### src/rtl/switch_out_arbiter_if.sv
// ---------------------------------------------------------------------------
// switch_out_arbiter_if : ingress FIFO heads/pops and egress packet bundle
// Rev 1.0
// ---------------------------------------------------------------------------
`default_nettype none

interface switch_out_arbiter_if #(
  parameter int DATA_W = 8,
  parameter int SRC_W  = 4,
  parameter int TGT_W  = 4
);
  logic [3:0]          head_valid;
  logic [4*SRC_W-1:0]  head_source;
  logic [4*TGT_W-1:0]  head_target;
  logic [4*DATA_W-1:0] head_data;
  logic [3:0]          pop;
  logic                out_ready;
  logic                valid_out;
  logic [SRC_W-1:0]    source_out;
  logic [TGT_W-1:0]    target_out;
  logic [DATA_W-1:0]   data_out;

  modport master (
    input  head_valid, head_source, head_target, head_data, out_ready,
    output pop, valid_out, source_out, target_out, data_out
  );

  modport slave (
    output head_valid, head_source, head_target, head_data, out_ready,
    input  pop, valid_out, source_out, target_out, data_out
  );
endinterface

`default_nettype wire

### src/rtl/switch_out_arbiter.sv
// ---------------------------------------------------------------------------
// switch_out_arbiter : round-robin grant of 4 ingress heads onto one output
// Rev 1.0
// ---------------------------------------------------------------------------
`default_nettype none

module switch_out_arbiter #(
  parameter int OUT_IDX = 0,
  parameter int DATA_W  = 8,
  parameter int SRC_W   = 4,
  parameter int TGT_W   = 4,
  parameter int CNT_W   = 16
) (
  input  logic                  clk,
  input  logic                  rst,
  switch_out_arbiter_if.master  bus,
  output logic [CNT_W-1:0]      pkt_count,
  output logic [CNT_W-1:0]      stall_count
);

  typedef enum logic [0:0] {
    EMPTY = 1'b0,
    FULL  = 1'b1
  } state_t;

  localparam logic [CNT_W-1:0] C_CNT_MAX = '1;

  state_t            r_state, w_state_next;
  logic [1:0]        r_rr_ptr;
  logic [1:0]        w_winner;
  logic [3:0]        w_req;
  logic [3:0]        w_pop;
  logic              w_any_req;
  logic              w_slot_free;
  logic              w_load;
  logic [SRC_W-1:0]  r_source;
  logic [TGT_W-1:0]  r_target;
  logic [DATA_W-1:0] r_data;

  generate
    for (genvar gi = 0; gi < 4; gi++) begin : g_req
      assign w_req[gi] = bus.head_valid[gi] & bus.head_target[gi*TGT_W + OUT_IDX];
    end
  endgenerate

  // Scan from the farthest offset down so the nearest requester to rr_ptr wins.
  always_comb begin : p_winner
    logic [1:0] idx;
    w_any_req = 1'b0;
    w_winner  = 2'd0;
    idx       = 2'd0;
    for (int k = 3; k >= 0; k--) begin
      idx = r_rr_ptr + 2'(k);
      if (w_req[idx]) begin
        w_any_req = 1'b1;
        w_winner  = idx;
      end
    end
  end

  assign w_slot_free = (r_state == EMPTY) || bus.out_ready;
  assign w_load      = w_slot_free && w_any_req;

  always_comb begin : p_fsm_next
    w_state_next = r_state;
    w_pop        = 4'b0000;
    case (r_state)
      EMPTY:   if (w_any_req) w_state_next = FULL;
      FULL:    if (bus.out_ready && !w_any_req) w_state_next = EMPTY;
      default: w_state_next = EMPTY;
    endcase
    if (w_load && !rst) w_pop = 4'b0001 << w_winner;
  end

  always_ff @(posedge clk or posedge rst) begin : p_state
    if (rst) r_state <= EMPTY;
    else     r_state <= w_state_next;
  end

  always_ff @(posedge clk or posedge rst) begin : p_datapath
    if (rst) begin
      r_source <= '0;
      r_target <= '0;
      r_data   <= '0;
      r_rr_ptr <= 2'd0;
    end else if (w_load) begin
      r_source <= bus.head_source[int'(w_winner)*SRC_W +: SRC_W];
      r_target <= bus.head_target[int'(w_winner)*TGT_W +: TGT_W];
      r_data   <= bus.head_data[int'(w_winner)*DATA_W +: DATA_W];
      r_rr_ptr <= w_winner + 2'd1;
    end
  end

  always_ff @(posedge clk or posedge rst) begin : p_counters
    if (rst) begin
      pkt_count   <= '0;
      stall_count <= '0;
    end else if (r_state == FULL) begin
      if (bus.out_ready) begin
        if (pkt_count != C_CNT_MAX) pkt_count <= pkt_count + 1'b1;
      end else begin
        if (stall_count != C_CNT_MAX) stall_count <= stall_count + 1'b1;
      end
    end
  end

  assign bus.pop        = w_pop;
  assign bus.valid_out  = (r_state == FULL);
  assign bus.source_out = r_source;
  assign bus.target_out = r_target;
  assign bus.data_out   = r_data;

endmodule

`default_nettype wire

### src/flat_wrapper.sv
// flat-port wrapper written by rule: the top's interface ports become plain ports
module switch_out_arbiter_flat 
#(
  parameter int OUT_IDX = 0,
  parameter int DATA_W  = 8,
  parameter int SRC_W   = 4,
  parameter int TGT_W   = 4,
  parameter int CNT_W   = 16
)
  (clk, rst, pkt_count, stall_count, bus_head_valid, bus_head_source, bus_head_target, bus_head_data, bus_out_ready, bus_pop, bus_valid_out, bus_source_out, bus_target_out, bus_data_out);
  switch_out_arbiter_if #(.DATA_W(DATA_W), .SRC_W(SRC_W), .TGT_W(TGT_W)) bus_i ();
  input  logic clk;
  input  logic rst;
  output logic [CNT_W-1:0] pkt_count;
  output logic [CNT_W-1:0] stall_count;
  input wire logic [$bits(bus_i.head_valid)-1:0] bus_head_valid;
  input wire logic [$bits(bus_i.head_source)-1:0] bus_head_source;
  input wire logic [$bits(bus_i.head_target)-1:0] bus_head_target;
  input wire logic [$bits(bus_i.head_data)-1:0] bus_head_data;
  input wire logic [$bits(bus_i.out_ready)-1:0] bus_out_ready;
  output wire logic [$bits(bus_i.pop)-1:0] bus_pop;
  output wire logic [$bits(bus_i.valid_out)-1:0] bus_valid_out;
  output wire logic [$bits(bus_i.source_out)-1:0] bus_source_out;
  output wire logic [$bits(bus_i.target_out)-1:0] bus_target_out;
  output wire logic [$bits(bus_i.data_out)-1:0] bus_data_out;
  assign bus_i.head_valid = bus_head_valid;
  assign bus_i.head_source = bus_head_source;
  assign bus_i.head_target = bus_head_target;
  assign bus_i.head_data = bus_head_data;
  assign bus_i.out_ready = bus_out_ready;
  assign bus_pop = bus_i.pop;
  assign bus_valid_out = bus_i.valid_out;
  assign bus_source_out = bus_i.source_out;
  assign bus_target_out = bus_i.target_out;
  assign bus_data_out = bus_i.data_out;
  switch_out_arbiter #(.OUT_IDX(OUT_IDX), .DATA_W(DATA_W), .SRC_W(SRC_W), .TGT_W(TGT_W), .CNT_W(CNT_W)) u_core (.clk(clk), .rst(rst), .bus(bus_i), .pkt_count(pkt_count), .stall_count(stall_count));
endmodule
### config.mk
export PLATFORM = sky130hd
export DESIGN_NAME = switch_out_arbiter_flat
export DESIGN_NICKNAME = d
export VERILOG_FILES = /design/src/rtl/switch_out_arbiter_if.sv /design/src/rtl/switch_out_arbiter.sv /design/src/flat_wrapper.sv
export SDC_FILE = /design/constraint.sdc
export NUM_CORES = 1
export LEC_CHECK = 0
export CORE_UTILIZATION = 40
export DETAILED_ROUTE_END_ITERATION = 16
export PLACE_DENSITY = 0.71
export SLEW_MARGIN = 15
export SYNTH_ARGS = -nofsm -noshare
export SYNTH_HDL_FRONTEND = slang
export SYNTH_SLANG_ARGS = --single-unit
export TNS_END_PERCENT = 100
### constraint.sdc
create_clock -name clk -period 2.6 [get_ports clk]
set_input_delay 0.39 -clock clk [delete_from_list [all_inputs] [get_ports clk]]
set_output_delay 0.39 -clock clk [all_outputs]
set_load 0.01 [all_outputs]
After elaboration in Yosys (flattened, before gate mapping)
Index checks and enable logic that the tools add are counted.
- flip-flop bits (word level): 51
- output and inout port bits: 53
- word-level logic and storage cells: 57
- add/subtract/negate cells: 6
- magnitude comparators: 4
- eq/ne operators: 2
- shift-type cells: 4
- muxes and demuxes: 20
- bitwise gates (word level): 6
- reductions and logical operators: 8
- operators with widths (operator ; number):
    $add A16 B1 Y16 const B ; 2
    $ne A16 B16 Y1 const B ; 2
    $shiftx A16 B5 Y4 ; 2
    $shiftx A32 B6 Y8 ; 1
    $lt A2 B3 Y1 const B ; 4
    $mux W1 ; 10
    $bmux W1 S2 ; 4
    $mux W2 ; 4
    $reduce_and A3 Y1 ; 2
    $add A2 B1 Y2 const B ; 2
    $add A2 B2 Y2 const B ; 2
    $and A1 B1 Y1 ; 4
    $mux W4 ; 1
    $shl A1 B2 Y4 const A ; 1
    $logic_and A1 B1 Y1 ; 3
    $logic_not A1 Y1 ; 2
    $not A1 Y1 ; 2
    $pmux W1 S2 ; 1
    $logic_or A1 B1 Y1 ; 1

Longest topological paths before layout
Gate-level depths: netlist (run 1).
- depth in word-level cells: 11
- depth in mapped cells: 8

Worst setup path after synthesis (run 1)
OpenSTA, ideal clock, no wires.
- path kind: input to output
- start: input bus_head_target[12]
- end: output bus_pop[2]
- arrival: 1686 ps
- path slack: 524 ps
- stages: 6
- cells stage by stage: nand2_1 -> buf_4 -> a31o_1 -> buf_6 -> buf_2 -> a2111oi_0
- word-level cells in the longest chain between the ends: 10
- elaborated cells between the ends (all ways): 21
- those cells by class: shift: 1; mux: 17; bitwise: 1; reduce/logical: 2
- RTL lines (element ; RTL line ; RTL):
    from (decl) ; flat_wrapper.sv:18 ; input wire logic [$bits(bus_i.head_target)-1:0] bus_head_target;
    $and A1 B1 Y1 (*) ; switch_out_arbiter.sv:42 ; assign w_req[gi] = bus.head_valid[gi] & bus.head_target[gi*TGT_W + OUT_IDX];
    $bmux W1 S2 ; switch_out_arbiter.sv:54 ; if (w_req[idx]) begin
    $mux W1 (implied by the code) ; switch_out_arbiter.sv:54 ;
    $mux W1 (4 in series) ; switch_out_arbiter.sv:54 ;
    $logic_and A1 B1 Y1 ; switch_out_arbiter.sv:62 ; assign w_load = w_slot_free && w_any_req;
    $logic_and A1 B1 Y1 ; switch_out_arbiter.sv:72 ; if (w_load && !rst) w_pop = 4'b0001 << w_winner;
    $mux W4 (*) ; switch_out_arbiter.sv:72 ;
    to (decl) ; flat_wrapper.sv:21 ; output wire logic [$bits(bus_i.pop)-1:0] bus_pop;
Mark *: on every way between the ends. The rest lies on a longest branch, timed or not. The select of a mux whose other input is x is not followed.

Worst setup path after layout (run 1)
- start: input bus_head_target[0]
- end: output bus_pop[3]
The elaborated chain is that of the path after synthesis.

==> impl_metrics.env, run 1 <==
export IMPL_floorplan_rows=34
export IMPL_initial_utilization=0.410
export IMPL_critical_path_max_stage_delay_ns=0.55
export IMPL_worst_hold_path_num_cells=1
export IMPL_synth_sequential_area_ratio=0.359
export IMPL_drive_gt1_frac=0.166
export IMPL_crit_path_max_fanout=4
export IMPL_grt_pass1_vias=3517
export IMPL_post_synth_cell_area_avg_um2=9.67
export IMPL_rsz_0062_raised_after_global_routing="false"
export IMPL_netlist_top_cell_by_area="sky130_fd_sc_hd__dfrtp_1"
export IMPL_cts_tree="built"
export IMPL_post_synth_inst_count=368
export IMPL_min_hold_slack_ns=0.491
export IMPL_ys_seq_elements=51
export IMPL_place_detailed_instances=608
export IMPL_timing_hold_worst_class="flip-flop to flip-flop"
export IMPL_timing_rr_start="u_core.r_rr_ptr[0]"
export IMPL_critPathKind="input port to output pin"
export IMPL_min_delay_worst_endpoint="u_core.bus.target_out[0]"
export IMPL_finalClockSkew_ns=0.0115
export IMPL_tritoncts_num_buffers=5
export IMPL_routabilityCongestion=0.891
export IMPL_power_internal_mw=2.03
export IMPL_power_combinational_fraction=0.460
export IMPL_vdd_drop_max_v=0.000507
export IMPL_cap_violations=0
export IMPL_netlist_cell_type_count=66
export IMPL_ctsHtreeMaxLevel=2
export IMPL_clk_root_buffer_cell="sky130_fd_sc_hd__clkbuf_8"
export IMPL_power_density_nw_per_um2=620
export IMPL_core_area_um2=8680
export IMPL_hold_path_startpoint="u_core.bus.target_out[0]"
export IMPL_synth_simple_gate_area_frac=0.243
export IMPL_slowest_stage="sky130_fd_sc_hd__clkdlybuf4s50_1"
export IMPL_final_area_um2=5120
export IMPL_largest_net_degree_at_the_start_of_global_routing=31
export IMPL_antenna_diode_instance_count=0
export IMPL_detail_route_drc_violations=0
export IMPL_post_synth_top_area_fraction=0.359
export IMPL_max_slew_margin=0.339
export IMPL_worst_path_arrival_ns=2.05
export IMPL_reg2reg_to="u_core.bus.data_out[2]"
export IMPL_synth_top_family_by_area="compound AO/OA/AOI/OAI gates"
export IMPL_power_static_leakage_nw=1.97
export IMPL_max_freq_mhz=410
export IMPL_synth_fa_ha_area_frac=0.00703
export IMPL_outcome="complete, no violations"
export IMPL_seq_power_share=0.369
export IMPL_critPathRequiredTime_ns=2.21
export IMPL_hold_violations=0
export IMPL_number_of_antenna_violations_at_the_first_check_in_global_routing=0
export IMPL_die_w_um=96.3
export IMPL_synthesis_nets=441
export IMPL_timing_worst_slew_pin_value_ns=0.991
export IMPL_drt_first_iter_violations=156
export IMPL_synth_xor_area_frac=0.0714
export IMPL_detail_route_first_pass_iterations=5
export IMPL_synth_area_mux_share=0.00317
export IMPL_postSynth_asyncResetShare=1.00
export IMPL_route_antenna_remaining_nets=0
export IMPL_finalSetupViolations=0
export IMPL_synth_compound_area_frac=0.254
export IMPL_hold_buffers=0
export IMPL_ff2ff_path_depth=6
export IMPL_layout_min_cycle_time_ns=2.44
export IMPL_global_route_usage_total=0.238
export IMPL_cts_resized_gates=8
export IMPL_wire_per_inst_um=18.0
export IMPL_crit_chain="clkdlybuf4s50_1 > a22oi_2 > a31o_1 > nor2_1 > nor4b_1 > dlygate4sd2_1"
export IMPL_post_place_ws_ns=-0.275
export IMPL_cts_num_sinks=51
export IMPL_total_power_mw=3.18
export IMPL_ioPinCount=124
export IMPL_postLayoutCoreUtil=0.590
export IMPL_critical_path_startpoint_type="input port"
export IMPL_swShare=0.361
export IMPL_grt_overflow_total=0
export IMPL_placed_cell_area_um2=5010
export IMPL_synth_enable_flop_cells=0
export IMPL_final_min_period_over_clock_period=0.938
export IMPL_portBuffers=123
export IMPL_maxSlewViolCount=0
export IMPL_grt_pass1_wl_mm=17.1
export IMPL_via_per_inst=5.84
export IMPL_dieArea_um2=9270
export IMPL_cts_root_to_sink_buffers=2
export IMPL_fp_dieH_um=96.3
export IMPL_critPathCaptureType="output pin"
export IMPL_clock_insertion_delay_worst_skew_ns=0.30
export IMPL_post_dp_hpwl_mm=8.21
export IMPL_num_nets_final=580
export IMPL_p_switching_mw=1.14
export IMPL_finalWorstSetupSlack_ns=0.161
export IMPL_area_added_between_synthesis_and_finish_pct=43.9
export IMPL_worst_setup_hold_path_clk_slew_ns=0.09
export IMPL_post_synth_instance_area_um2=3560
export IMPL_final_cell_count_no_fill=615
export IMPL_tns_ns=0
export IMPL_main_synth_ff_type="sky130_fd_sc_hd__dfrtp_1"
export IMPL_routed_wl_mm=11.1
export IMPL_postCtsSetupBuffers=0
export IMPL_synth_area_top_cells="sky130_fd_sc_hd__dfrtp_1, sky130_fd_sc_hd__xnor2_1, sky130_fd_sc_hd__a221o_1, sky130_fd_sc_hd__nand3_1, sky130_fd_sc_hd__o221ai_2"
export IMPL_synth_yosys_warnings=0
export IMPL_reg2reg_slack_ns=0.44
export IMPL_pwr_share_clk=0.171
export IMPL_via_total_after_detailed_routing=3590
==> cells in the final DEF, fill, tap and decap left out, drive strengths merged, types with 3 or more instances in the layout <==
cell	count
clkbuf	5
nand2	36
a221o	16
nand2b	8
or2b	9
a21oi	5
and3	9
nor3	20
nand4	12
clkdlybuf4s50	119
and2	3
xnor2	24
inv	5
a211oi	15
o21ai	8
o2111ai	16
a22oi	3
dlygate4sd2	3
xor2	5
o221ai	15
nor2	26
buf	34
dfrtp	51
nand3	30
==> critical path, delay by kind of cell <==
kind | cells | cell delay [ns]
buffers and inverters | 2 | 0.87
AO/OA/AOI/OAI | 2 | 0.39
AND/OR/NAND/NOR | 2 | 0.39
==> power by group through the flow <==
| stage | clock [mW] | sequential, mW | combinational (mW) |
|---|---|---|---|
| finish | 0.543 | 1.17 | 1.46 |
| global route | 0.589 | 1.20 | 1.58 |
| CTS | 0.566 | 1.17 | 1.47 |
| detailed placement | 0 | 1.18 | 1.46 |
| global placement | 0 | 1.17 | 1.42 |
| floorplan | 0 | 1.22 | 0.722 |
==> cell families after synthesis <==
| family | Yosys count |
|---|---|
| simple gates | 164 |
| compound gates | 92 |
| flops | 51 |
| xor+xnor | 29 |
| buf+inv | 29 |
| fa+ha+maj | 2 |
| mux | 1 |
==> worst max-delay path by stage <==
stage                              from  cells after the start  slack [ns]         end
global route         bus_head_target[0]                      8        0.02  bus_pop[1]
global placement      bus_head_valid[0]                      7       -0.28  bus_pop[2]
floorplan           bus_head_target[12]                      6        0.52  bus_pop[2]
detailed placement    bus_head_valid[0]                      7       -0.28  bus_pop[2]
finish               bus_head_target[0]                      6        0.16  bus_pop[3]
CTS                  bus_head_target[0]                      6        0.17  bus_pop[3]
==> registers in the layout, indices dropped and copies added (netlist names) <==
name and count:
u_core.pkt_count 16, u_core.bus.source_out 4, u_core.stall_count 16, u_core.bus.target_out 4
u_core.bus.valid_out 1, u_core.r_rr_ptr 2, u_core.bus.data_out 8
==> cell usage after synthesis, types with 2 or more instances <==
cell / instances
sky130_fd_sc_hd__nor3_1: 20
sky130_fd_sc_hd__nand4_1: 11
sky130_fd_sc_hd__buf_4: 2
sky130_fd_sc_hd__buf_6: 6
sky130_fd_sc_hd__xnor2_1: 24
sky130_fd_sc_hd__and3_1: 9
sky130_fd_sc_hd__o221ai_1: 5
sky130_fd_sc_hd__buf_2: 6
sky130_fd_sc_hd__a21oi_2: 3
sky130_fd_sc_hd__a211oi_2: 10
sky130_fd_sc_hd__a21oi_1: 2
sky130_fd_sc_hd__nand3_1: 30
sky130_fd_sc_hd__nor2_1: 26
sky130_fd_sc_hd__xor2_1: 5
sky130_fd_sc_hd__clkbuf_8: 2
sky130_fd_sc_hd__o2111ai_1: 15
sky130_fd_sc_hd__ha_1: 2
sky130_fd_sc_hd__and2_1: 2
sky130_fd_sc_hd__o221ai_2: 10
sky130_fd_sc_hd__a31oi_1: 2
sky130_fd_sc_hd__nand2b_1: 8
sky130_fd_sc_hd__nand2_1: 35
sky130_fd_sc_hd__a22oi_2: 2
sky130_fd_sc_hd__a211oi_1: 5
sky130_fd_sc_hd__inv_1: 4
sky130_fd_sc_hd__clkbuf_1: 3
sky130_fd_sc_hd__a221o_1: 16
sky130_fd_sc_hd__or2b_1: 9
sky130_fd_sc_hd__dfrtp_1: 51
sky130_fd_sc_hd__o21ai_0: 7
==> routing by layer <==
layer / global-route usage / routed length (um) / up-vias
li1: - / - / 1694
met1: 0.305 / 4660 / 1728
met2: 0.416 / 5450 / 149
met3: 0.0434 / 805 / 19
met4: 0.0551 / 171 / 0
met5: 0 / 0 / -
==> final cells by class <==
cell class | count | area (um2)
Inverter | 5 | 18.8
Clock inverter | 2 | 37.5
Timing Repair Buffer | 156 | 1510
Sequential cell | 51 | 1280
Clock buffer | 5 | 68.8
Fill cell | 786 | 3560
Tap cell | 108 | 135
Multi-Input combinational cell | 288 | 2070
No activity file was read; power rests on OpenSTA's default activity.
==> inputs of run 2 (changes only) <==
CTS_CLUSTER_DIAMETER = 80   (was default)
==> results of run 2 <==
No change in the layout: final DEF, timing and power equal those of run 1.
==> inputs of run 3 (changes only) <==
REMOVE_ABC_BUFFERS = 1   (was default)
==> run 3 against run 2 <==
Sequential power is essentially flat; clock skew is 0.0045 ns lower; count of clock-buffer cells in the layout grew 1; sequential share of layout area down 0.16 points; first-iteration DRC count is 9.0% higher; combinational power barely moved; fmax up 1.2%; clock power rose by 12%; largest cell class unchanged.
==> impl_metrics.env, run 3 (synthesis gave the netlist of run 1 again) <==
export IMPL_outcome="complete, no violations"
export IMPL_rsz_0062_raised_after_global_routing="false"
export IMPL_global_route_usage_total=0.250
export IMPL_drt_first_iter_violations=170
export IMPL_tritoncts_num_buffers=5
export IMPL_critPathKind="input port to output pin"
export IMPL_max_freq_mhz=415
export IMPL_timing_worst_slew_pin_value_ns=0.521
export IMPL_hold_buffers=0
export IMPL_route_antenna_remaining_nets=0
export IMPL_worst_setup_hold_path_clk_slew_ns=0.11
export IMPL_num_nets_final=582
export IMPL_floorplan_rows=34
export IMPL_finalClockSkew_ns=0.00708
export IMPL_critPathRequiredTime_ns=2.21
export IMPL_wire_per_inst_um=17.8
export IMPL_number_of_antenna_violations_at_the_first_check_in_global_routing=0
export IMPL_power_static_leakage_nw=2.00
export IMPL_maxSlewViolCount=0
export IMPL_die_w_um=96.3
export IMPL_antenna_diode_instance_count=0
export IMPL_cts_root_to_sink_buffers=2
export IMPL_dieArea_um2=9270
export IMPL_clk_root_buffer_cell="sky130_fd_sc_hd__clkbuf_8"
export IMPL_drive_gt1_frac=0.165
export IMPL_critical_path_startpoint_type="input port"
export IMPL_vdd_drop_max_v=0.000524
export IMPL_routabilityCongestion=0.930
export IMPL_portBuffers=123
export IMPL_leading_cell_type_in_the_layout_fill_and_taps_excluded="sky130_fd_sc_hd__clkdlybuf4s50_1"
export IMPL_worst_path_arrival_ns=2.02
export IMPL_grt_overflow_total=0
export IMPL_routed_wl_mm=11.0
export IMPL_min_hold_slack_ns=0.487
export IMPL_clock_insertion_delay_worst_skew_ns=0.30
export IMPL_core_area_um2=8680
export IMPL_fp_dieH_um=96.3
export IMPL_detail_route_first_pass_iterations=4
export IMPL_cap_violations=0
export IMPL_cts_num_sinks=51
export IMPL_ioPinCount=124
export IMPL_critPathCaptureType="output pin"
export IMPL_max_slew_margin=0.653
export IMPL_final_cell_count_no_fill=618
export IMPL_post_dp_hpwl_mm=8.07
export IMPL_area_added_between_synthesis_and_finish_pct=44.8
export IMPL_hold_violations=0
export IMPL_via_total_after_detailed_routing=3599
export IMPL_timing_hold_worst_class="input port to asynchronous set/reset pin"
export IMPL_detail_route_drc_violations=0
export IMPL_finalSetupViolations=0
export IMPL_grt_pass1_vias=3650
export IMPL_initial_utilization=0.410
export IMPL_grt_pass1_wl_mm=17.9
export IMPL_layout_min_cycle_time_ns=2.41
export IMPL_final_min_period_over_clock_period=0.927
export IMPL_ctsHtreeMaxLevel=2
export IMPL_largest_net_degree_at_the_start_of_global_routing=34
export IMPL_place_detailed_instances=610
export IMPL_power_density_nw_per_um2=630
export IMPL_cts_tree="built"
export IMPL_via_per_inst=5.82
export IMPL_crit_path_max_fanout=4
export IMPL_layout_common_cells="sky130_fd_sc_hd__clkdlybuf4s50_1, sky130_fd_sc_hd__dfrtp_1, sky130_fd_sc_hd__nand2_1"
## run 3: final cells by class
cell class,instances,area [um2]
Multi-Input combinational cell,288,2060
Clock inverter,2,38.8
Inverter,5,18.8
Sequential cell,51,1280
Timing Repair Buffer,158,1540
Tap cell,108,135
Fill cell,787,3530
Clock buffer,6,82.6
## run 3: metal layers
metal,track usage,part of all wire,vias up
met5,0,0,-
met1,0.321,0.44,1741
met2,0.431,0.48,138
met4,0.0858,0.023,0
met3,0.0348,0.059,22
li1,-,-,1698
## run 3: final timing paths
check	startpoint	to	slack (ns)	cells after the start
worst max register to register	u_core.r_rr_ptr[1]	u_core.bus.data_out[2]	0.65	7
worst max-delay path	bus_head_target[0]	bus_pop[3]	0.19	6
max in group asynchronous	rst	u_core.stall_count[5]	1.57	3
worst min register to register	u_core.bus.target_out[0]	u_core.bus.target_out[0]	0.49	1
worst min-delay path	rst	u_core.bus.data_out[6]	0.49	2
min in group clk	u_core.bus.target_out[0]	u_core.bus.target_out[0]	0.49	1
## run 3: metrics by stage
stage / power [mW] / utilization / setup TNS [ns] / cell area, um2 / setup slack (ns)
global route: 3.45 / 0.593 / 0 / 5150 / 0.0376
CTS: 3.27 / 0.593 / 0 / 5150 / 0.179
finish: 3.24 / 0.593 / 0 / 5150 / 0.190
detailed placement: 2.65 / 0.580 / -0.467 / 5030 / -0.174
floorplan: 1.85 / - / 0 / 3350 / 0.282
global placement: 2.62 / 0.580 / -0.381 / 5030 / -0.119
## run 3: power breakdown
part	total (mW)	internal, mW	switching, mW	leakage, nW
sequential	1.17	0.970	0.201	0.625
combinational	1.46	0.783	0.681	1.31
clock	0.607	0.318	0.289	0.0618
## run 3: critical path: stages
cell	delay [ns]
sky130_fd_sc_hd__clkdlybuf4s50_1	0.54
sky130_fd_sc_hd__a22oi_2	0.10
sky130_fd_sc_hd__a31o_1	0.27
sky130_fd_sc_hd__nor2_1	0.12
sky130_fd_sc_hd__nor4b_1	0.24
sky130_fd_sc_hd__dlygate4sd2_1	0.35
## run 3: repair_timing
action                                  CTS  global route
hold endpoints to repair                  0             0
setup buffers                             0             0
endpoints found under the setup margin    4             0
gates resized for setup                   6             0
